--- src/rtl/riscv_ctrl_pkg.sv ---
`default_nettype none
// ============================================================================
// Module   : riscv_ctrl_pkg
// Purpose  : Opcodes, field encodings, control-word layout and FSM states
//            shared by the RV32I(M) decode-stage control path.
// Revision : 1.0
// ============================================================================
package riscv_ctrl_pkg;

    localparam logic [6:0] OP_LOAD   = 7'b0000011;
    localparam logic [6:0] OP_STORE  = 7'b0100011;
    localparam logic [6:0] OP_RTYPE  = 7'b0110011;
    localparam logic [6:0] OP_BRANCH = 7'b1100011;
    localparam logic [6:0] OP_IALU   = 7'b0010011;
    localparam logic [6:0] OP_JAL    = 7'b1101111;
    localparam logic [6:0] OP_JALR   = 7'b1100111;
    localparam logic [6:0] OP_LUI    = 7'b0110111;
    localparam logic [6:0] OP_AUIPC  = 7'b0010111;

    localparam logic [6:0] F7_BASE   = 7'b0000000;
    localparam logic [6:0] F7_ALT    = 7'b0100000;
    localparam logic [6:0] F7_MULDIV = 7'b0000001;

    localparam logic [2:0] IMM_I = 3'b000;
    localparam logic [2:0] IMM_S = 3'b001;
    localparam logic [2:0] IMM_B = 3'b010;
    localparam logic [2:0] IMM_J = 3'b011;
    localparam logic [2:0] IMM_U = 3'b100;

    localparam logic [1:0] RES_ALU = 2'b00;
    localparam logic [1:0] RES_MEM = 2'b01;
    localparam logic [1:0] RES_PC4 = 2'b10;
    localparam logic [1:0] RES_IMM = 2'b11;

    localparam logic [1:0] ALU_ADD   = 2'b00;
    localparam logic [1:0] ALU_SUB   = 2'b01;
    localparam logic [1:0] ALU_BRCMP = 2'b10;
    localparam logic [1:0] ALU_FUNCT = 2'b11;

    // Control word: seven single-bit flags followed by the three encoded fields
    localparam int CW_W          = 14;
    localparam int CW_REGWRITE   = 0;
    localparam int CW_ALUSRC     = 1;
    localparam int CW_MEMWRITE   = 2;
    localparam int CW_BRANCH     = 3;
    localparam int CW_JUMP       = 4;
    localparam int CW_JALR       = 5;
    localparam int CW_PCREL      = 6;
    localparam int CW_IMMSRC_LSB = 7;
    localparam int CW_RESSRC_LSB = 10;
    localparam int CW_ALUOP_LSB  = 12;

    typedef logic [CW_W-1:0] ctrl_word_t;

    localparam logic [0:0] ST_IDLE = 1'b0;
    localparam logic [0:0] ST_BUSY = 1'b1;

endpackage : riscv_ctrl_pkg
`default_nettype wire

--- src/rtl/ctrl_decode_comb.sv ---
`default_nettype none
// ============================================================================
// Module   : ctrl_decode_comb
// Purpose  : Combinational RV32I(M) opcode/funct decoder producing the
//            control word plus M-unit, divide and illegal flags.
// Revision : 1.0
// ============================================================================
module ctrl_decode_comb
    import riscv_ctrl_pkg::*;
#(
    parameter bit ENABLE_M = 1'b1
) (
    input  logic [6:0]  op,
    input  logic [2:0]  funct3,
    input  logic [6:0]  funct7,
    output ctrl_word_t  cw,
    output logic        muldiv,
    output logic        is_div,
    output logic        illegal
);

    ctrl_word_t raw_cw;
    logic       raw_muldiv;
    logic       raw_illegal;

    always_comb begin
        raw_cw      = '0;
        raw_muldiv  = 1'b0;
        raw_illegal = 1'b0;
        unique case (op)
            OP_LOAD: begin
                if (funct3 == 3'b010) begin
                    raw_cw[CW_REGWRITE]               = 1'b1;
                    raw_cw[CW_ALUSRC]                 = 1'b1;
                    raw_cw[CW_IMMSRC_LSB +: 3]        = IMM_I;
                    raw_cw[CW_RESSRC_LSB +: 2]        = RES_MEM;
                    raw_cw[CW_ALUOP_LSB +: 2]         = ALU_ADD;
                end else begin
                    raw_illegal = 1'b1;
                end
            end
            OP_STORE: begin
                if (funct3 == 3'b010) begin
                    raw_cw[CW_MEMWRITE]               = 1'b1;
                    raw_cw[CW_ALUSRC]                 = 1'b1;
                    raw_cw[CW_IMMSRC_LSB +: 3]        = IMM_S;
                    raw_cw[CW_ALUOP_LSB +: 2]         = ALU_ADD;
                end else begin
                    raw_illegal = 1'b1;
                end
            end
            OP_RTYPE: begin
                if (funct7 == F7_BASE || funct7 == F7_ALT) begin
                    raw_cw[CW_REGWRITE]               = 1'b1;
                    raw_cw[CW_ALUOP_LSB +: 2]         = ALU_FUNCT;
                end else if (funct7 == F7_MULDIV && ENABLE_M) begin
                    raw_cw[CW_REGWRITE]               = 1'b1;
                    raw_cw[CW_ALUOP_LSB +: 2]         = ALU_FUNCT;
                    raw_muldiv                        = 1'b1;
                end else begin
                    raw_illegal = 1'b1;
                end
            end
            OP_BRANCH: begin
                unique case (funct3)
                    3'b000: begin
                        raw_cw[CW_BRANCH]             = 1'b1;
                        raw_cw[CW_IMMSRC_LSB +: 3]    = IMM_B;
                        raw_cw[CW_ALUOP_LSB +: 2]     = ALU_SUB;
                    end
                    3'b001, 3'b100, 3'b101, 3'b110, 3'b111: begin
                        raw_cw[CW_BRANCH]             = 1'b1;
                        raw_cw[CW_IMMSRC_LSB +: 3]    = IMM_B;
                        raw_cw[CW_ALUOP_LSB +: 2]     = ALU_BRCMP;
                    end
                    default: raw_illegal = 1'b1;
                endcase
            end
            OP_IALU: begin
                raw_cw[CW_REGWRITE]                   = 1'b1;
                raw_cw[CW_ALUSRC]                     = 1'b1;
                raw_cw[CW_IMMSRC_LSB +: 3]            = IMM_I;
                raw_cw[CW_ALUOP_LSB +: 2]             = ALU_FUNCT;
            end
            OP_JAL: begin
                raw_cw[CW_REGWRITE]                   = 1'b1;
                raw_cw[CW_JUMP]                       = 1'b1;
                raw_cw[CW_IMMSRC_LSB +: 3]            = IMM_J;
                raw_cw[CW_RESSRC_LSB +: 2]            = RES_PC4;
            end
            OP_JALR: begin
                if (funct3 == 3'b000) begin
                    raw_cw[CW_REGWRITE]               = 1'b1;
                    raw_cw[CW_ALUSRC]                 = 1'b1;
                    raw_cw[CW_JUMP]                   = 1'b1;
                    raw_cw[CW_JALR]                   = 1'b1;
                    raw_cw[CW_IMMSRC_LSB +: 3]        = IMM_I;
                    raw_cw[CW_RESSRC_LSB +: 2]        = RES_PC4;
                end else begin
                    raw_illegal = 1'b1;
                end
            end
            OP_LUI: begin
                raw_cw[CW_REGWRITE]                   = 1'b1;
                raw_cw[CW_ALUSRC]                     = 1'b1;
                raw_cw[CW_IMMSRC_LSB +: 3]            = IMM_U;
                raw_cw[CW_RESSRC_LSB +: 2]            = RES_IMM;
            end
            OP_AUIPC: begin
                raw_cw[CW_REGWRITE]                   = 1'b1;
                raw_cw[CW_ALUSRC]                     = 1'b1;
                raw_cw[CW_PCREL]                      = 1'b1;
                raw_cw[CW_IMMSRC_LSB +: 3]            = IMM_U;
                raw_cw[CW_ALUOP_LSB +: 2]             = ALU_ADD;
            end
            default: raw_illegal = 1'b1;
        endcase
    end

    // An illegal instruction must present a clean all-zero word to Execute
    assign illegal = raw_illegal;
    assign cw      = raw_illegal ? '0 : raw_cw;
    assign muldiv  = raw_muldiv & ~raw_illegal;
    assign is_div  = muldiv & funct3[2];

endmodule : ctrl_decode_comb
`default_nettype wire

--- src/rtl/ctrl_decode_stage.sv ---
`default_nettype none
// ============================================================================
// Module   : ctrl_decode_stage
// Purpose  : Registered ID/EX control decoder with stall/flush handling and a
//            multi-cycle busy FSM that holds divides in Execute.
// Revision : 1.0
// ============================================================================
module ctrl_decode_stage
    import riscv_ctrl_pkg::*;
#(
    parameter bit ENABLE_M   = 1'b1,
    parameter int DIV_CYCLES = 32
) (
    input  logic        clk,
    input  logic        reset,
    input  logic        instr_valid_d,
    input  logic [31:0] instr_d,
    input  logic        stall_e,
    input  logic        flush_e,
    output logic        ready_d,
    output logic        muldiv_busy,
    output logic        valid_e,
    output logic        RegWriteE,
    output logic        ALUSrcE,
    output logic        MemWriteE,
    output logic        BranchE,
    output logic        JumpE,
    output logic        JalrE,
    output logic        PcRelE,
    output logic        MulDivE,
    output logic        IllegalE,
    output logic [2:0]  ImmSrcE,
    output logic [1:0]  ResultSrcE,
    output logic [1:0]  ALUOpE
);

    ctrl_word_t dec_cw;
    logic       dec_muldiv;
    logic       dec_is_div;
    logic       dec_illegal;
    logic       accept;
    logic       unused_instr_bits;

    logic [0:0] state_q, state_d;
    logic [7:0] cnt_q, cnt_d;

    logic       valid_q, valid_d;
    ctrl_word_t cw_q, cw_d;
    logic       muldiv_q, muldiv_d;
    logic       illegal_q, illegal_d;

    ctrl_decode_comb #(
        .ENABLE_M (ENABLE_M)
    ) u_decode (
        .op      (instr_d[6:0]),
        .funct3  (instr_d[14:12]),
        .funct7  (instr_d[31:25]),
        .cw      (dec_cw),
        .muldiv  (dec_muldiv),
        .is_div  (dec_is_div),
        .illegal (dec_illegal)
    );

    assign unused_instr_bits = ^{instr_d[24:15], instr_d[11:7]};

    assign accept = instr_valid_d & ready_d & ~stall_e & ~flush_e;

    always_ff @(posedge clk) begin
        if (reset) begin
            state_q <= ST_IDLE;
            cnt_q   <= 8'd0;
        end else begin
            state_q <= state_d;
            cnt_q   <= cnt_d;
        end
    end

    // BUSY counts down unconditionally; only a flush can cut it short
    always_comb begin
        state_d = state_q;
        cnt_d   = cnt_q;
        if (flush_e) begin
            state_d = ST_IDLE;
            cnt_d   = 8'd0;
        end else if (state_q == ST_BUSY) begin
            cnt_d = cnt_q - 8'd1;
            if (cnt_q == 8'd1) begin
                state_d = ST_IDLE;
            end
        end else if (accept && dec_is_div) begin
            state_d = ST_BUSY;
            cnt_d   = 8'(DIV_CYCLES - 1);
        end
    end

    always_comb begin
        ready_d     = (state_q == ST_IDLE);
        muldiv_busy = (state_q == ST_BUSY);
    end

    always_comb begin
        valid_d   = 1'b0;
        cw_d      = '0;
        muldiv_d  = 1'b0;
        illegal_d = 1'b0;
        if (flush_e) begin
            valid_d   = 1'b0;
        end else if (stall_e || state_q == ST_BUSY) begin
            valid_d   = valid_q;
            cw_d      = cw_q;
            muldiv_d  = muldiv_q;
            illegal_d = illegal_q;
        end else if (accept) begin
            valid_d   = 1'b1;
            cw_d      = dec_cw;
            muldiv_d  = dec_muldiv;
            illegal_d = dec_illegal;
        end
    end

    always_ff @(posedge clk) begin
        if (reset) begin
            valid_q   <= 1'b0;
            cw_q      <= '0;
            muldiv_q  <= 1'b0;
            illegal_q <= 1'b0;
        end else begin
            valid_q   <= valid_d;
            cw_q      <= cw_d;
            muldiv_q  <= muldiv_d;
            illegal_q <= illegal_d;
        end
    end

    assign valid_e    = valid_q;
    assign RegWriteE  = cw_q[CW_REGWRITE];
    assign ALUSrcE    = cw_q[CW_ALUSRC];
    assign MemWriteE  = cw_q[CW_MEMWRITE];
    assign BranchE    = cw_q[CW_BRANCH];
    assign JumpE      = cw_q[CW_JUMP];
    assign JalrE      = cw_q[CW_JALR];
    assign PcRelE     = cw_q[CW_PCREL];
    assign ImmSrcE    = cw_q[CW_IMMSRC_LSB +: 3];
    assign ResultSrcE = cw_q[CW_RESSRC_LSB +: 2];
    assign ALUOpE     = cw_q[CW_ALUOP_LSB +: 2];
    assign MulDivE    = muldiv_q;
    assign IllegalE   = illegal_q;

endmodule : ctrl_decode_stage
`default_nettype wire

--- config.mk ---
export PLATFORM = sky130hd
export DESIGN_NAME = ctrl_decode_stage
export DESIGN_NICKNAME = d
export VERILOG_FILES = /design/src/rtl/riscv_ctrl_pkg.sv /design/src/rtl/ctrl_decode_comb.sv /design/src/rtl/ctrl_decode_stage.sv
export SDC_FILE = /design/constraint.sdc
export NUM_CORES = 1
export LEC_CHECK = 0
export BUFFER_PORTS_ARGS = -buffer_cell sky130_fd_sc_hd__buf_4
export CAP_MARGIN = 10
export CORE_AREA = 2 2 62 64
export CTS_CLUSTER_SIZE = 16
export DETAILED_ROUTE_END_ITERATION = 16
export DIE_AREA = 0 0 64 66
export GPL_TIMING_DRIVEN = 1
export PLACE_DENSITY_LB_ADDON = 0.15
export SLEW_MARGIN = 25
export SYNTH_ARGS = -nofsm -noshare
export SYNTH_HDL_FRONTEND = slang
export SYNTH_SLANG_ARGS = --single-unit
--- constraint.sdc ---
create_clock -name clk -period 3.9 [get_ports clk]
set_input_delay 1.17 -clock clk [delete_from_list [all_inputs] [get_ports clk]]
set_output_delay 1.17 -clock clk [all_outputs]
set_load 0.01 [all_outputs]
# After elaboration in Yosys (flattened, before gate mapping)
# Cells that the tools add are included.
dict set report totals {
  ff_bits 26
  out_inout_bits 19
}
dict set report classes {
  reduce_logical 13
  addsub 1
  bitwise_logic 9
  muxes 40
  n_eq_ne 18
}
# op n
set op_table {}
lappend op_table {{equality test 7 x 6 -> 1 bit (second input constant)} 4}
lappend op_table {{two-way mux 14 bit} 2}
lappend op_table {{equality test 7 bit (second input constant)} 3}
lappend op_table {{two-way mux 1 bit} 21}
lappend op_table {{case mux 3 bit (6 select lines)} 1}
lappend op_table {{two-way mux 8 bit} 2}
lappend op_table {{case mux 2 bit (4 select lines)} 2}
lappend op_table {{equality test 7 x 5 -> 1 bit (second input constant)} 2}
lappend op_table {{equality test 3 bit (second input constant)} 4}
lappend op_table {{two-way mux 2 bit} 5}
lappend op_table {{equality test 8 x 1 -> 1 bit (second input constant)} 1}
lappend op_table {{case mux 1 bit (4 select lines)} 2}
lappend op_table {{subtractor 8 x 1 -> 8 bit (second input constant)} 1}
lappend op_table {{equality test 7 x 1 -> 1 bit (second input constant)} 1}
lappend op_table {{equality test 7 x 2 -> 1 bit (second input constant)} 1}
lappend op_table {{logical NOT 7 bit} 1}
lappend op_table {{OR reduction 2 bit} 3}
lappend op_table {{OR reduction 6 bit} 1}
lappend op_table {{bitwise AND 1 bit} 5}
lappend op_table {{two-way mux 5 bit} 1}
lappend op_table {{case mux 1 bit (5 select lines)} 1}
lappend op_table {{OR reduction 5 bit} 1}
lappend op_table {{two-way mux 4 bit} 1}
lappend op_table {{inverter 1 bit} 4}
lappend op_table {{other kinds (10)} 11}

# Longest topological paths before layout
# Gate-level depths: netlist of the first run.
dict set report logic_depth {
  ltp_word 10
  mapped_depth 7
  depth_no_buf 6
}

# Modules after synthesis
# A second synthesis of the first run with hierarchy kept.
dict set report unflattened {
  hier_cells 166
  hier_area_um2 1390.1
}
# module cells_each area_per_inst_um2 seq_area_each_um2 instances
set modules_own_cells {}
lappend modules_own_cells {ctrl_decode_stage 109 1038.5 520.5 1}
lappend modules_own_cells {ctrl_decode_comb 57 351.6 0.0 1}

# Least setup slack after synthesis of the first run
# OpenSTA, ideal clock, no wires.
dict set report synth_path {
  kind {input to register}
  start {in instr_d[26]}
  end {reg cw_q[4]}
  slack_ns 1.250
  arrival_time_ns 2.581
  cell_stages 6
  setup_ns 0.069
  cell_sequence {or4_1 -> o21a_1 -> a211oi_2 -> nand3_2 -> buf_6 -> o21ai_2}
}
dict set report synth_between {
  elab_chain_len 6
}
# element line
set synth_lines {}
lappend synth_lines {{start: declaration} ctrl_decode_stage.sv:17} ;# input logic [31:0] instr_d,
lappend synth_lines {{equality test 7 x 1 -> 1 bit, or another cell as far along} ctrl_decode_comb.sv:56} ;# end else if (funct7 == F7_MULDIV && ENABLE_M) begin
lappend synth_lines {{two-way mux 1 bit / logical OR 1 bit (equally long branches)} {ctrl_decode_comb.sv:56, ctrl_decode_comb.sv:53}}
lappend synth_lines {{two-way mux 1 bit (*)} ctrl_decode_comb.sv:53} ;# if (funct7 == F7_BASE || funct7 == F7_ALT) begin
lappend synth_lines {{case mux 1 bit (5 select lines) (*)} ctrl_decode_comb.sv:30} ;# unique case (op)
lappend synth_lines {{two-way mux 14 bit (*)} ctrl_decode_comb.sv:122} ;# assign cw = raw_illegal ? '0 : raw_cw;
lappend synth_lines {{two-way mux 14 bit (*)} ctrl_decode_stage.sv:113} ;# end else if (accept) begin
lappend synth_lines {{end signal: assignment} ctrl_decode_stage.sv:129} ;# cw_q <= cw_d;
lappend synth_lines {{end: declaration} ctrl_decode_stage.sv:48} ;# ctrl_word_t cw_q, cw_d;
# Mark *: on every way between the ends. The rest lies on a longest branch, timed or not.
# A chain may end at the register's enable or synchronous reset.

# Final worst setup path of the first run
dict set report layout_path {
  start {in instr_d[26]}
  end {reg cw_q[6]}
}
# The elaborated chain is that of the path after synthesis.

==> out/results.txt, run 1 <==
The logs give 0.102 mV for the worst vdd rail ir drop and 37.5% for the sequential share of the synthesized area. Summed over all nets, the switching power comes to 101 µW. The floorplan has 22 rows. Setup violations remaining at the end of the flow were counted as 0. The number of buffers created by CTS was 3. Along the worst path, the maximum fanout reaches 14. Traced cell by cell, the critical path runs through buf_4, or4_1, o21a_1, a211oi_2, nand3_2, o31ai_1.

Dividing the final minimum period by the clock period gives 71.9%. Kind of end point of the critical path: a register. Dividing the detail-routed wire length by the instance count gives 13.0 µm.

The number of pins with negative max-slew slack in the final report is 0. Before antenna repair, the detailed router went through 4 iterations. In the routed layout, each cell is associated on average with a via count of 5.28. Share of total power in sequential cells: 62.4%. Relative slew slack: 38.8%. The run gives 0 as the max-capacitance violation count. Net switching is 23.5% of the power. The tools report the clock tree root buffer cell as sky130_fd_sc_hd__clkbuf_4. In the routed design, unresolved DRC markers number 0. In the layout the commonest cells are sky130_fd_sc_hd__buf_4, sky130_fd_sc_hd__dfxtp_1, sky130_fd_sc_hd__nand2_1, sky130_fd_sc_hd__nor2_1, sky130_fd_sc_hd__o21ai_2. Setup slack on the worst reg-to-reg path comes out at 1.57 ns.

The effective utilization at floorplan is 39.0%, and the number of storage elements in the synthesis netlist is 26. The via count of the first global-routing pass came out at 1,194. Global routing used 16.2% of the available tracks across all layers. The leakage dissipation is 0.000675 µW. Setup repair after global routing left no endpoint under its margin. Counting the fill cells in the layout gives 369. The design draws 428 µW. Timing would allow up to 0.357 GHz.

The logs give 208 for the number of nets produced by synthesis and 1,336 for the vias after detailed routing. The average cell area after synthesis was 8.20 µm². The worst-path cell with the longest stage delay is sky130_fd_sc_hd__or4_1. The number of failing hold endpoints at the final stage was 0.

Number of input and output port buffers inserted: 40. In this run the deepest clock path goes through 2 buffers. The tools report the number of buffers inserted for hold repair after clock tree synthesis as 0.

The die covers 4220 µm². Once detail routing completed, the nets flagged for antenna violations numbered 0. The path class of the tightest hold or removal check is reg -> reg.

The flow ran to the end, and the final reports show no timing, DRC or antenna violations. The number of top-level pins came out at 56. The tools report the post-cts sizing count as 0. The fraction of final layout cells sized beyond drive strength 1 was 29.8%; the final routed wirelength across all metal layers was 3.29 mm. Leaving out fill and tap cells, the most frequent cell in the layout is sky130_fd_sc_hd__buf_4. The number of antenna violations at the first check in global routing is 0, and the total grt overflow is 0.

The synthesized netlist occupies a cell area of 1390 µm². From synthesis to final layout, the design area changed by 25.2%. The maximum cell stage delay along the critical path works out to 0.54 ns. For the finished layout, the period the worst path requires is 2.80 ns.

Data on the critical path is required at its endpoint by 4.13 ns. The critical path starts at instr_d[26]. The worst register-to-register path begins at muldiv_busy. After technology mapping, the gate count stands at 169.

0 antenna diodes ended up in the layout. The buffering stage count on the worst path with inverters included came out at 1. At the end of routability-driven placement, the weighted congestion stood at 0.757.

Entering global routing, the biggest net connects 17 pins. The tools report the kind of start point of the critical path as an input pin. Data on the critical path arrives at its endpoint at 3.03 ns. On the critical path the largest part of the delay comes from simple AND/OR/NAND/NOR gates. The chip height was 66 µm; the combinational fraction of design power was 11.9%. The clock reaches the later pin of the worst-skew pair after 0.31 ns. The total power divided by cell area was 246 nW/µm²; the slew at the pin closest to its max-slew limit was 0.914 ns. After clock tree synthesis, the clock-pin slew on the worst setup and hold paths is 0.12 ns.

Setup total negative slack on the finished layout was measured at 0 ns. The H-tree depth reported by CTS was 1; the number of distinct library cell variants in the gate-level netlist after synthesis was 45. Counting every sink on the clock net gives 26.

In this run the standard cell core region covers 3550 µm². Worst hold path startpoint: cw_q[5]. The wire-length estimate of the detail-placed layout is 2.52 mm.

The logs give 327 µW for the total internal power and 246 for the post-layout net count. Global-route wire length before repair: 5.38 mm. Buffers added to address setup during post-CTS repair amount to 0. Per report_power, the clock group accounts for 25.7% of the total.

The width of the die works out to 64 µm. After the first detailed-routing iteration, the DRC count stood at 45. TritonCTS built the clock tree. For this run, the number of Yosys warnings is 0. The post-route clock skew came out at 0.0113 ns.

The critical path start-end classification is in -> reg.
-- layout make-up --
class                           instances  area (µm²)  area share [%]
Multi-Input combinational cell        130         810            46.6
Tap cell                               48        60.1            3.46
Sequential cell                        26         520            30.0
Clock buffer                            3        22.5            1.30
Timing Repair Buffer                   40         300            17.3
Inverter                                6        22.5            1.30
-- tightest hold or removal path, stage by stage (launching register included) --
cell                      delay, ns
sky130_fd_sc_hd__dfxtp_1       0.33
sky130_fd_sc_hd__nand2_1       0.06
sky130_fd_sc_hd__o21ai_2       0.04
-- state kept, by name, indices dropped and copies added, names as in the netlist --
signal       flops
IllegalE         1
MulDivE          1
cnt_q            8
cw_q            14
muldiv_busy      1
valid_e          1
-- power groups by stage --
stage | logic, µW | registers [µW] | clock network [µW]
global placement | 49.3 | 272 | 0
CTS | 50.8 | 267 | 114
floorplan | 23.8 | 273 | 0
global route | 55.9 | 267 | 129
detailed placement | 50.6 | 272 | 0
finish | 51.0 | 267 | 110
-- cells in the mapped netlist, drive strengths merged --
master   number  share of area [%]
nand2        22                6.0
a21oi         7                2.5
o31ai         1               0.54
nor4bb        1               0.72
o21a          1               0.54
and4          1               0.63
or3           2                1.3
o22ai         1               0.45
and2          1               0.45
o2111ai       1               0.63
nor2         17                4.6
and4b         1               0.72
inv           6                1.6
xor2          3                1.9
dfxtp        26                 38
nor3b         2                1.1
or4b          1               0.72
a21boi        1               0.54
nand2b        4                1.8
nor4b         2                1.3
a22oi         3                1.6
or2           2               0.90
clkbuf        6                1.6
a22o          1               0.63
nand3         7                2.9
o21ai        17                8.8
nor3          7                2.5
and3          3                1.4
ha            2                1.8
or3b          1               0.81
buf           1               0.81
a211oi        6                3.6
a21o          2                1.1
nor2b         1               0.45
or4           1               0.54
nor4          3                1.8
o2111a        1               0.81
o31a          1               0.63
nand3b        2                1.1
a311oi        1               0.63
-- per-layer routing --
metal | global-route usage, % | share of wire (%)
met3 | 3.41 | 5.9
met4 | 4.89 | 0.52
met1 | 21.7 | 50
met5 | 0 | 0
met2 | 26.0 | 44
-- final timing paths --
check	to	cells past startpoint
setup / recovery	cw_q[6]	6
hold / removal	cw_q[5]	2
setup reg to reg	cw_q[6]	5
hold reg to reg	cw_q[5]	2
-- cell families (layout without fill, tap and decap cells) --
group / after synthesis / count (layout) / synth area share [%]
compound gates: 44 / 44 / 23.1
fa+ha+maj: 2 / 2 / 1.80
xor+xnor: 3 / 3 / 1.90
buf+inv: 13 / 49 / 4.06
simple gates: 81 / 81 / 31.6
flops: 26 / 26 / 37.5
-- through the flow --
stage | util [%] | instance area (µm²) | setup WS, ns | cells | hold WS [ns]
final | 48.9 | 1740 | 1.10 | 253 | 0.466
after global routing | 48.9 | 1740 | 0.944 | 253 | 0.490
after CTS | 48.9 | 1740 | 1.09 | 253 | 0.470
after detailed placement | 48.2 | 1710 | 0.763 | 250 | 0.444
after global placement | 48.2 | 1710 | 0.795 | 250 | 0.440
after floorplan | - | 1390 | 1.25 | 169 | 0.478
Power figures use the tool's default switching activity.
==> run 2, diff against run 1 <==
ABC_AREA = 1   (was unset)
CORE_AREA = 2 2 64 66   (was 2 2 62 64)
DIE_AREA = 0 0 66 68   (was 0 0 64 66)
clock period = 2.8 ns   (was 3.9 ns; I/O delays follow)
==> run 2 against run 1 <==
Register-to-register slack worse by 0.39 ns. Utilization is 0.36 points lower. Flip-flop and latch count did not move. Critical path type is now reg -> out. Largest cell class unchanged. Largest power group unchanged.
==> out/results.txt, run 2 <==
The average wire per standard cell is 10.9 µm (was 13.0 µm). The run gives 69.8% (was 38.8%) as the relative slew slack. The tools report the sequential share of the synthesized area as 35.5% (was 37.5%). The global-route wire length before repair is 5.73 mm (was 5.38 mm). The routed via count divided by cell count is 4.75 (was 5.28), and the number of storage elements in the synthesis netlist is 26 (unchanged). The total power divided by cell area came out at 366 nW/µm² (was 246 nW/µm²). The tools report the kind of end point of the critical path as a primary output (was a register).

The global routing usage summed across all routing layers came out at 16.4% (was 16.2%). The run gives 4 (unchanged) as the length of the first detailed-routing pass in iterations. The remaining antenna violation count after routing was 0 (unchanged). The sum of negative setup slack was 0 ns (unchanged).

The buffering stage count on the worst path with inverters included was 2 (was 1); the vias after detailed routing was 1,525 (was 1,336). The logs give 4490 µm² (was 4220 µm²) for the overall die area and 3860 µm² (was 3550 µm²) for the total core area. The number of enable flip-flop cells after synthesis came out at 0 (unchanged). The tools report the antenna cell count as 0 (unchanged). Kind of cell adding the most delay to the critical path: flip-flops (was simple AND/OR/NAND/NOR gates). The tools report the estimated wirelength of the detail-placed design as 2.73 mm (was 2.52 mm).

The largest register by flop count was cw_q (unchanged). The run finished with clean final reports. The critical path start-end classification is reg -> out (was in -> reg).

The post-cts sizing count is 0 (unchanged). The effective utilization at floorplan is 38.0% (was 39.0%), and the number of placement rows is 23 (was 22). The width of the die was 66 µm (was 64 µm); the slew at the pin closest to its max-slew limit was 0.450 ns (was 0.914 ns). The proportion of register bits with asynchronous set or reset after synthesis came out at 0% (unchanged). Kind of start point of the critical path: a register (was an input pin).

The tools report the pin count of the biggest net entering global routing as 18 (was 17). The tools report the clock tree root buffer cell as sky130_fd_sc_hd__clkbuf_8 (was sky130_fd_sc_hd__clkbuf_4). The number of nets produced by synthesis was 269 (was 208). The logs give 0.27 ns (was 0.31 ns) for the clock latency of the later-clocked register in the worst-skew pair and 0.000899 µW (was 0.000675 µW) for the leakage dissipation. The commonest register cell after synthesis was sky130_fd_sc_hd__dfxtp_1 (unchanged). The via count of the first global-routing pass is 1,260 (was 1,194), and the chip height is 68 µm (was 66 µm). The number of failing hold endpoints at the final stage is 0 (unchanged), and the average cell area after synthesis is 6.38 µm² (was 8.20 µm²). The buffer levels on the longest clock path was 2 (unchanged); the data arrival time of the critical path was 1.19 ns (was 3.03 ns). The area overhead of the layout relative to synthesis works out to 27.6% (was 25.2%). The worst-path cell with the longest stage delay was sky130_fd_sc_hd__dfxtp_1 (was sky130_fd_sc_hd__or4_1). The post-route clock skew came out at 0.00718 ns (was 0.0113 ns). Combined area of all synthesized cells: 1470 µm² (was 1390 µm²). Cell-by-cell trace of the critical path: inv_1, buf_4 (was buf_4, or4_1, o21a_1, a211oi_2, nand3_2, o31ai_1).

The critical path data required time is 1.96 ns (was 4.13 ns), and the worst vdd rail ir drop is 0.255 mV (was 0.102 mV). The gate count after technology mapping is 230 (was 169), and the top achievable clock speed is 0.493 GHz. Biggest registers after layout: cw_q (14), cnt_q (8) (unchanged). The total grt overflow was 0 (unchanged). The final routed wirelength across all metal layers is 3.51 mm (was 3.29 mm), and the max-capacitance violation count is 0 (unchanged). For the number of distinct library cell variants in the gate-level netlist after synthesis, the log shows 23 (was 45). The number of top-level pins was 56 (unchanged); the number of setup buffers added after CTS was 0 (unchanged). Synth area leaders: sky130_fd_sc_hd__dfxtp_1, sky130_fd_sc_hd__nand2_1, sky130_fd_sc_hd__a21oi_1 (was sky130_fd_sc_hd__dfxtp_1, sky130_fd_sc_hd__o21ai_2, sky130_fd_sc_hd__nand2_1). The logs give 26 (unchanged) for the CTS sink count and 0.470 ns (was 0.466 ns) for the worst-case hold slack. The tools report the total DRC errors in the routed layout as 0 (unchanged). Worst-path maximum fanout: 12 (was 14).

The fraction of final layout cells sized beyond drive strength 1 is 23.2% (was 29.8%), and the count of yosys warnings during synthesis is 0 (unchanged). The final period utilization works out to 72.5%. TritonCTS built the clock tree. Last weighted congestion value of the routability-driven placer: 0.834 (was 0.757). The number of design-rule violations left by the first detailed-router iteration is 94 (was 45), and the final number of setup-violating endpoints is 0 (unchanged).

The number of pins with negative max-slew slack in the final report was 0 (unchanged). Leading cell types in the layout, fill and taps excluded: sky130_fd_sc_hd__nand2_1, sky130_fd_sc_hd__buf_4, sky130_fd_sc_hd__inv_1, sky130_fd_sc_hd__dfxtp_1, sky130_fd_sc_hd__a21oi_1 (was sky130_fd_sc_hd__buf_4, sky130_fd_sc_hd__dfxtp_1, sky130_fd_sc_hd__nand2_1, sky130_fd_sc_hd__nor2_1, sky130_fd_sc_hd__o21ai_2). The class of the tightest hold or removal check is reg -> reg (unchanged).

The post-CTS clock slew at the launch and capture registers of the worst setup and hold paths came out at 0.09 ns (was 0.12 ns). The minimum clock period works out to 2.03 ns. Most common library cells after synthesis: sky130_fd_sc_hd__nand2_1, sky130_fd_sc_hd__inv_1, sky130_fd_sc_hd__dfxtp_1, sky130_fd_sc_hd__a21oi_1, sky130_fd_sc_hd__nor2_1 (was sky130_fd_sc_hd__dfxtp_1, sky130_fd_sc_hd__nand2_1, sky130_fd_sc_hd__nor2_1, sky130_fd_sc_hd__o21ai_2). The most frequent standard cell in the layout excluding fill and tap cells is sky130_fd_sc_hd__nand2_1 (was sky130_fd_sc_hd__buf_4).

The share of Yosys cell area claimed by the top area cell type was 35.5% (was 37.5%); the post-layout net count was 311 (was 246). Most repeated cell in the gate-level netlist after synthesis: sky130_fd_sc_hd__nand2_1 (was sky130_fd_sc_hd__dfxtp_1). The maximum cell stage delay along the critical path came out at 0.56 ns (was 0.54 ns). The number of buffers created by CTS is 3 (unchanged). Most area-hungry cell type in the Yosys netlist: sky130_fd_sc_hd__dfxtp_1 (unchanged). The tools report the number of buffers inserted for hold repair after clock tree synthesis as 0 (unchanged). Setup repair after global routing left no endpoint under its margin. The H-tree depth reported by CTS is 1 (unchanged), and the number of input and output port buffers inserted is 40 (unchanged). The number of flip-flops in the largest register came out at 14 (unchanged).

The number of antenna violations at the first check in global routing came out at 0 (unchanged).
run 2: changes by cell type after synthesis, sizes merged, moves of 5 or more:
cell	delta
nand3	+12
nand2	+45
a21oi	+16
a211oi	-6
clkbuf	-5
nand4	+5
nor2	+9
inv	+26
run 2: final timing paths:
| check | from | endpoint | slack, ns | depth (start not counted) |
|---|---|---|---|---|
| setup / recovery | muldiv_busy | ready_d | 0.77 | 2 |
| hold / removal | valid_e | valid_e | 0.47 | 2 |
| setup reg to reg | muldiv_busy | cnt_q[0] | 1.18 | 9 |
| hold reg to reg | valid_e | valid_e | 0.47 | 2 |
run 2: area by class of cell:
| type | count | area, µm² |
|---|---|---|
| tap | 50 | 62.6 |
| clock buffer | 4 | 55.1 |
| timing repair buffer | 41 | 308 |
| inverter | 34 | 128 |
| multi-input combinational | 166 | 797 |
| fill | 435 | 1990 |
| sequential | 26 | 520 |
run 2: tightest hold or removal path, cell delays in order (launching register included):
cell	delay [ns]
sky130_fd_sc_hd__dfxtp_1	0.32
sky130_fd_sc_hd__nand2_1	0.06
sky130_fd_sc_hd__a21oi_1	0.06
run 2: per-stage QoR:
step	util (%)	power, µW	instances	setup WS (ns)	instance area [µm²]
after CTS	48.5	696	321	0.749	1870
after global routing	48.5	719	321	0.667	1870
after global placement	47.1	452	317	0.710	1820
after detailed placement	47.1	452	317	0.699	1820
final	48.5	685	321	0.770	1870
after floorplan	-	417	230	1.16	1470
run 2: routing by layer:
metal	track usage, %	share of wire (%)	up-vias
li1	-	-	821
met1	24.2	52	666
met2	24.5	42	34
met3	3.29	5.6	4
met4	3.83	1.1	0
met5	0	0	-
run 2: kinds of logic after synthesis:
| group | after synthesis | share of synthesized area (%) |
|---|---|---|
| simple gates | 124 | 38.9 |
| compound gates | 40 | 13.7 |
| buf+inv | 38 | 10.2 |
| flops | 26 | 35.5 |
| fa+ha+maj | 2 | 1.71 |
run 2: power breakdown:
part	switching [µW]	total [µW]	leakage, µW	internal (µW)
clock	116	242	0.0000288	126
combinational	42.6	73.4	0.000660	30.7
sequential	0.345	370	0.000209	370
==> run 3, diff against run 2 <==
ABC_AREA = 0   (was 1)
CORE_AREA = 2 2 62 64   (was 2 2 64 66)
DIE_AREA = 0 0 64 66   (was 0 0 66 68)
clock period = 1.75 ns   (was 2.8 ns; I/O delays follow)
==> run 3 against run 2 <==
Non-clock buffer count up 36. Sequential power up 61%. Cell count down 9.3%. Sequential share of layout area down 2.5 points. Final area up 10%. Via count down 2.8%. Routed wire length up 0.57%. Global-route usage up 2.1 points. Worst setup slack worse by 0.78 ns. Highest routed layer unchanged. The run now ends with negative setup slack left.
==> out/results.txt, run 3 (same netlist as run 1, synthesis figures left out) <==
The tools report the kind of end point of the critical path as a register (was a primary output). Critical path data required time: 2.02 ns (was 1.96 ns). The logs give 0 (unchanged) for the number of failing hold endpoints at the final stage and 0 (unchanged) for the number of pins with negative max-slew slack in the final report.

Number of placement rows: 22 (was 23). The leakage dissipation came out at 0.000872 µW (was 0.000899 µW). The estimated wirelength of the detail-placed design is 2.91 mm (was 2.73 mm), and the total power divided by cell area is 510 nW/µm² (was 366 nW/µm²). The critical register-to-register path startpoint was muldiv_busy (unchanged). The tools report the clock tree root buffer cell as sky130_fd_sc_hd__clkbuf_4 (was sky130_fd_sc_hd__clkbuf_8). The effective utilization at floorplan was 39.0% (was 38.0%); the top achievable clock speed was 0.570 GHz. The data arrival time of the critical path was 2.02 ns (was 1.19 ns); the number of input and output port buffers inserted was 40 (unchanged). The final routed wirelength across all metal layers was 3.53 mm (was 3.51 mm); the instance area at placement was 1990 µm² (was 1820 µm²). The checks that failed: negative setup slack. The logs give 0 (unchanged) for the total DRC errors in the routed layout and -0.00513 ns (was 0.770 ns) for the least setup slack across all paths after layout.

The post-CTS clock slew at the launch and capture registers of the worst setup and hold paths works out to 0.14 ns (was 0.09 ns). Number of flip-flops in the largest register: 14 (unchanged). The depth of the worst register-to-register path came out at 6 (was 9). The post-route clock skew is 0.00143 ns (was 0.00718 ns). The chip height works out to 66 µm (was 68 µm). Worst reg2reg path endpoint: cw_q[8] (was cnt_q[0]). The class of the tightest hold or removal check is reg -> reg (unchanged). The routed via count divided by cell count was 5.10 (was 4.75); the final number of setup-violating endpoints was 1 (was 0). The number of design-rule violations left by the first detailed-router iteration came out at 49 (was 94).

The area overhead of the layout relative to synthesis came out at 48.6% (was 27.6%). The worst-path maximum fanout is 5 (was 12), and the max-capacitance violation count is 0 (unchanged). The run gives 0.278 mV (was 0.255 mV) as the worst vdd rail ir drop. The logs give 1,424 (was 1,260) for the via count of the first global-routing pass and 16 (was 18) for the pin count of the biggest net entering global routing. The length of the first detailed-routing pass in iterations is 4 (unchanged). Width of the die: 64 µm (was 66 µm). The critical path start-end classification was in -> reg (was reg -> out). The tools report the finished layout cell area as 2060 µm² (was 1870 µm²). The average wire per standard cell is 12.1 µm (was 10.9 µm). The number of buffers created by CTS is 3 (unchanged), and the vias after detailed routing is 1,483 (was 1,525). The tools report the setup slack of the worst register-to-register path as 0 ns (was 1.18 ns). The final critical path takes up 100% of the cycle.

The relative slew slack was 66.1% (was 69.8%). The number of setup buffers added after CTS was 0 (unchanged). TritonCTS built the clock tree. The minimum clock period was 1.76 ns. Setup repair after global routing could not meet its margin everywhere. The most frequent standard cell in the layout excluding fill and tap cells was sky130_fd_sc_hd__buf_4 (was sky130_fd_sc_hd__nand2_1). The power consumption was 1050 µW (was 685 µW).

The largest register by flop count was cw_q (unchanged). The slew at the pin closest to its max-slew limit was 0.501 ns (was 0.450 ns). For the global-route wire length before repair, the log shows 6.13 mm (was 5.73 mm). The number of cells traversed by the worst hold path came out at 2 (unchanged).

Biggest registers after layout: cw_q (14), cnt_q (8) (unchanged). The antenna cell count was 0 (unchanged); the sum of negative setup slack was -0.00513 ns (was 0 ns). The run gives 56 (unchanged) as the number of top-level pins. The run finished, with violations left. The number of antenna violations at the first check in global routing came out at 0 (unchanged).

The clock latency of the later-clocked register in the worst-skew pair was 0.32 ns (was 0.27 ns). The worst hold path startpoint is cw_q[8] (was valid_e). The run gives 18.5% (was 16.4%) as the global routing usage summed across all routing layers. The fraction of final layout cells sized beyond drive strength 1 works out to 43.2% (was 23.2%).

Leading cell types in the layout, fill and taps excluded: sky130_fd_sc_hd__buf_4, sky130_fd_sc_hd__dfxtp_1, sky130_fd_sc_hd__nand2_1, sky130_fd_sc_hd__nor2_1, sky130_fd_sc_hd__o21ai_2 (was sky130_fd_sc_hd__nand2_1, sky130_fd_sc_hd__buf_4, sky130_fd_sc_hd__inv_1, sky130_fd_sc_hd__dfxtp_1, sky130_fd_sc_hd__a21oi_1). The tools report the total core area as 3550 µm² (was 3860 µm²). The kind of start point of the critical path is an input pin (was a register).

End of the worst hold path: cw_q[8] (was valid_e). The post-layout net count was 283 (was 311). The logs give 0.840 (was 0.834) for the last weighted congestion value of the routability-driven placer and 1 (unchanged) for the H-tree depth reported by CTS.

The overall die area is 4220 µm² (was 4490 µm²), and the buffer levels on the longest clock path is 2 (unchanged). The CTS sink count is 26 (unchanged). The logs give 0 (unchanged) for the total grt overflow and 0 (unchanged) for the remaining antenna violation count after routing.
run 3: cell types whose count changed in the layout (fill, tap and decap cells not counted), sizes merged, moves of 6 or more:
cell and delta:
nand2 -45, buf +36, inv -26, a21oi -16, nand3 -12, nor2 -9, a211oi +6
run 3: per-stage QoR:
stage | setup WS [ns] | hold slack [ns] | cells | utilization, %
after floorplan | -0.149 | 0.478 | 169 | -
after global placement | -0.374 | 0.438 | 286 | 56.0
after detailed placement | -0.386 | 0.442 | 286 | 56.0
after CTS | -0.0335 | 0.460 | 291 | 57.6
after global routing | -0.0817 | 0.486 | 291 | 58.0
final | -0.00513 | 0.460 | 291 | 58.0
run 3: area by class of cell:
type,instances,area [µm²]
inverter,6,22.5
sequential,26,522
tap,48,60.1
fill,324,1490
multi-input combinational,130,830
timing repair buffer,77,589
clock buffer,4,36.3
run 3: power breakdown:
part           internal (µW)  total, µW  switching, µW
sequential               593        594          0.940
clock                    127        301            174
combinational           88.2        155           66.5
total                    809       1050            242
run 3: critical path: stages:
cell,delay [ns]
sky130_fd_sc_hd__buf_4,0.11
sky130_fd_sc_hd__or4_4,0.52
sky130_fd_sc_hd__o21a_1,0.21
sky130_fd_sc_hd__a211oi_2,0.21
sky130_fd_sc_hd__nand3_2,0.16
sky130_fd_sc_hd__buf_6,0.18
sky130_fd_sc_hd__o21ai_1,0.11
run 3: worst max path at each step:
stage / endpoint / slack (ns) / from
after detailed placement: cw_q[8] / -0.39 / instr_d[26]
final: cw_q[8] / -0.005 / instr_d[26]
after global placement: cw_q[8] / -0.37 / instr_d[26]
after global routing: cw_q[9] / -0.08 / muldiv_busy
after CTS: MulDivE / -0.03 / muldiv_busy
after floorplan: cw_q[4] / -0.15 / instr_d[26]
run 3: per-layer routing:
layer  global-route usage (%)  vias up  share of wire [%]
met5                        0        -                  0
met4                     5.71        0               0.68
met3                     3.75        2                5.5
met2                     32.0       47                 47
met1                     23.0      681                 46
li1                         -      753                  -
run 3: timing repair:
action                                  4_1_cts  5_1_grt
pin swaps                                     5        4
cloned                                        1        0
endpoints found under the setup margin       16       18
resized for setup                             9        4
hold buffers                                  0        0
